==> src/rtl/fde_machine.sv <==
// Fetch-decode-execute phase sequencer with one-hot phase strobes.
// Define FDE_COUNT_EN to add the retired-instruction counter and its instr_count port.
//
// state   | meaning
// --------+-----------------------------------------------
// IDLE    | no instruction in flight; waits for halt=0
// FETCH   | instruction fetch phase
// DECODE  | instruction decode phase
// EXECUTE | execute phase; retires when en=1
module fde_machine #(
    parameter int COUNT_W = 16
) (
    input  logic               clk,
    input  logic               reset,
    input  logic               en,
    input  logic               halt,
    output logic [1:0]         state,
    output logic               fetch,
    output logic               decode,
    output logic               execute,
    output logic               instr_done
`ifdef FDE_COUNT_EN
    ,
    output logic [COUNT_W-1:0] instr_count
`endif
);

    typedef enum logic [1:0] {
        ST_IDLE    = 2'b00,
        ST_FETCH   = 2'b01,
        ST_DECODE  = 2'b10,
        ST_EXECUTE = 2'b11
    } phase_t;

    phase_t state_q;
    phase_t state_d;

    always_ff @(posedge clk or posedge reset) begin
        if (reset) begin
            state_q <= ST_IDLE;
        end else begin
            state_q <= state_d;
        end
    end

    // halt only matters at the phase boundaries where a new fetch could start
    always_comb begin
        state_d = state_q;
        if (en) begin
            case (state_q)
                ST_IDLE:    state_d = halt ? ST_IDLE : ST_FETCH;
                ST_FETCH:   state_d = ST_DECODE;
                ST_DECODE:  state_d = ST_EXECUTE;
                ST_EXECUTE: state_d = halt ? ST_IDLE : ST_FETCH;
                default:    state_d = ST_IDLE;
            endcase
        end
    end

    always_comb begin
        state      = state_q;
        fetch      = (state_q == ST_FETCH);
        decode     = (state_q == ST_DECODE);
        execute    = (state_q == ST_EXECUTE);
        instr_done = (state_q == ST_EXECUTE) && en;
    end

`ifdef FDE_COUNT_EN
    always_ff @(posedge clk or posedge reset) begin
        if (reset) begin
            instr_count <= '0;
        end else if (instr_done) begin
            instr_count <= instr_count + 1'b1;
        end
    end
`else
    // COUNT_W only sizes the counter; referenced so both builds share one parameter list
    if (COUNT_W < 1) begin : g_count_w_unused
    end
`endif

endmodule

==> config.mk <==
export PLATFORM = sky130hd
export DESIGN_NAME = fde_machine
export DESIGN_NICKNAME = d
export VERILOG_FILES = /design/src/rtl/fde_machine.sv
export SDC_FILE = /design/constraint.sdc
export NUM_CORES = 1
export LEC_CHECK = 0
export ABC_AREA = 1
export CORE_AREA = 2 2 39 41
export DETAILED_ROUTE_END_ITERATION = 8
export DIE_AREA = 0 0 41 43
export SETUP_SLACK_MARGIN = 0.5
export SLEW_MARGIN = 20
export SYNTH_ARGS = -nofsm -noshare
export SYNTH_HDL_FRONTEND = slang
export SYNTH_SLANG_ARGS = --single-unit
==> constraint.sdc <==
create_clock -name clk -period 0.9 [get_ports clk]
set_input_delay 0.09 -clock clk [delete_from_list [all_inputs] [get_ports clk]]
set_output_delay 0.09 -clock clk [all_outputs]
set_load 0.1 [all_outputs]
==> impl_results.md <==
* Routed WL per cell at 7.02 microns
* Most frequent cells in the layout: 6 x nand2_1, 6 x buf_12, 5 x inv_1
* Synth-to-Final Area Change at 180%
* Clock skew at 0.000843 ns
* IO buf count at 9
* Final Hold Fails at 0
* Final period util at 1.45
* CTS Buf Count at 3
* Seq cells post-synth at 2
* Global-route wire length before repair at 607 microns
* Type of origin of the critical path: flop
* CP peak stage delay at 0.49 ns
* FF+latch area at 57.6 sq um
* Non-Filler Instances at 53
* Post-synthesis area per instance at 7.21 sq um
* Syn nets at 28
* Min Tclk post-route at 1.30 ns
* Data arrival time of the worst path at 1.21 ns
* Row count at 14
* Slowest-stage cell, CP: dfrtp_4
* Clk sink count at 2
* Largest net degree at the start of global routing at 6
* 1st-pass router iterations at 2
* Antenna viol nets, final at 0
* Hold/Removal Path Class: input pin to asynchronous set/reset pin
* Slew HR at 0.891
* Post-Place Setup Slack at -0.239 ns
* Routed WL at 372 microns
* Area of the multi-input gates at 110 sq um
* DP HPWL at 297 microns
* Buffers inserted by post-CTS timing repair at 0
* First DRT Iteration DRCs at 3
* Initial Util at 0.109
* Global placement routability congestion at 0.723
* Die W at 41 microns
* Filler Cells Inserted at 141
* Root Driver: clkbuf_4
* Die Height at 43 microns
* Pins over their slew limit at 0
* WS Path Type: flop to output pin
* Post-Syn Area at 151 sq um
* CP top delay family: flip-flops
* GRT Total Usage at 0.0662
* Final setup viols at 8
* Initial antenna violation count at 0
* Outcome: finished with violations
* Fmax at 767 MHz
* Yosys warns at 0
* GRT overflow at 0
* Slew @ Worst Pin at 0.163 ns
* Via-per-instance ratio at 3.15
* Clk buf depth at 2
* Placed insts at 50
* Cell Chain, Critical Path: ha_4, nand2_4, clkinvlp_4, buf_12
* CP Data Required Time at 0.81 ns
* RSZ-0062 raised after global routing: true
* Vias at 167
* Failing checks: setup timing
* Drt drc at 0
* Fraction of layout cells with a size suffix above 1 at 0.595
* Sequential area share after synthesis at 0.331
* Core Region at 0.00138 sq mm
* Final WS setup at -0.405 ns
* Max reg flops at 2
* WP buf/inv at 2
* Vias in the first global route at 168
* Cells after synthesis at 21
* Post-route setup TNS at -2.34 ns
* Critical path endpoint category: output pin
* Net count, final at 46
* Crit path max fanout at 4
* CTS tree: yes
* Later-pin clock latency in the skew report at 0.22 ns
* Count of boundary I/O pins at 10
* Max-Cap Viols at 0
* Synth unique cells at 7
* Ant. Diodes at 0
* Die Footprint at 0.00176 sq mm
* Clock transition at path regs at 0.03 ns
* H-tree lvl count at 1
-- metal layers --
layer,track usage,share of wire
met1,0.0513,0.40
met4,0.160,0.13
met3,0.0157,0.075
met5,0,0
met2,0.0719,0.40
-- cell families (layout without fill, tap and decap cells) --
logic type | after synthesis | count (layout) | share of synthesized area
flops | 2 | 2 | 0.331
buf+inv | 7 | 23 | 0.174
compound gates | 1 | 1 | 0.0330
fa+ha+maj | 3 | 3 | 0.248
simple gates | 8 | 8 | 0.215
-- area by class of cell --
type | count | area share
Inverter | 7 | 0.0708
Multi-Input combinational cell | 12 | 0.260
Clock buffer | 3 | 0.0531
Tap cell | 16 | 0.0472
Timing Repair Buffer | 13 | 0.434
Sequential cell | 2 | 0.136
-- metrics by stage --
step                       util  instance area [sq um]  hold slack (ns)
after global placement    0.277                    383            0.257
after detailed placement  0.277                    383            0.254
after global routing      0.307                    424           0.0261
final                     0.307                    424           0.0226
after floorplan               -                    183           -0.169
after CTS                 0.304                    420           0.0223
-- worst paths after layout --
| kind | cells past startpoint | from | slack (ns) | to |
|---|---|---|---|---|
| worst min register to register | 2 | state[1] | 0.59 | state[1] |
| min in group clk | 6 | halt | 0.52 | state[0] |
| worst max register to register | 6 | state[0] | -0.25 | state[0] |
| worst max-delay path | 4 | state[0] | -0.40 | instr_done |
| worst min-delay path | 2 | reset | 0.02 | state[0] |
| max in group asynchronous | 2 | reset | 0.75 | state[1] |
-- Yosys cell counts (all sizes together) --
master	n	area, sq um
inv	7	26.3
nor2	1	6.26
dfrtp	2	50.1
nand2	7	26.3
o21ai	1	5.00
ha	3	37.5
-- repair_timing --
item                       CTS  global route
pin swaps                    1             0
setup endpoints to repair    8             8
cloned                       0             0
hold buffers                 0             0
gates resized for setup      2             1
Power is not shown: default switching activity piles up to over one toggle a cycle in this logic, so the estimate is an artifact.
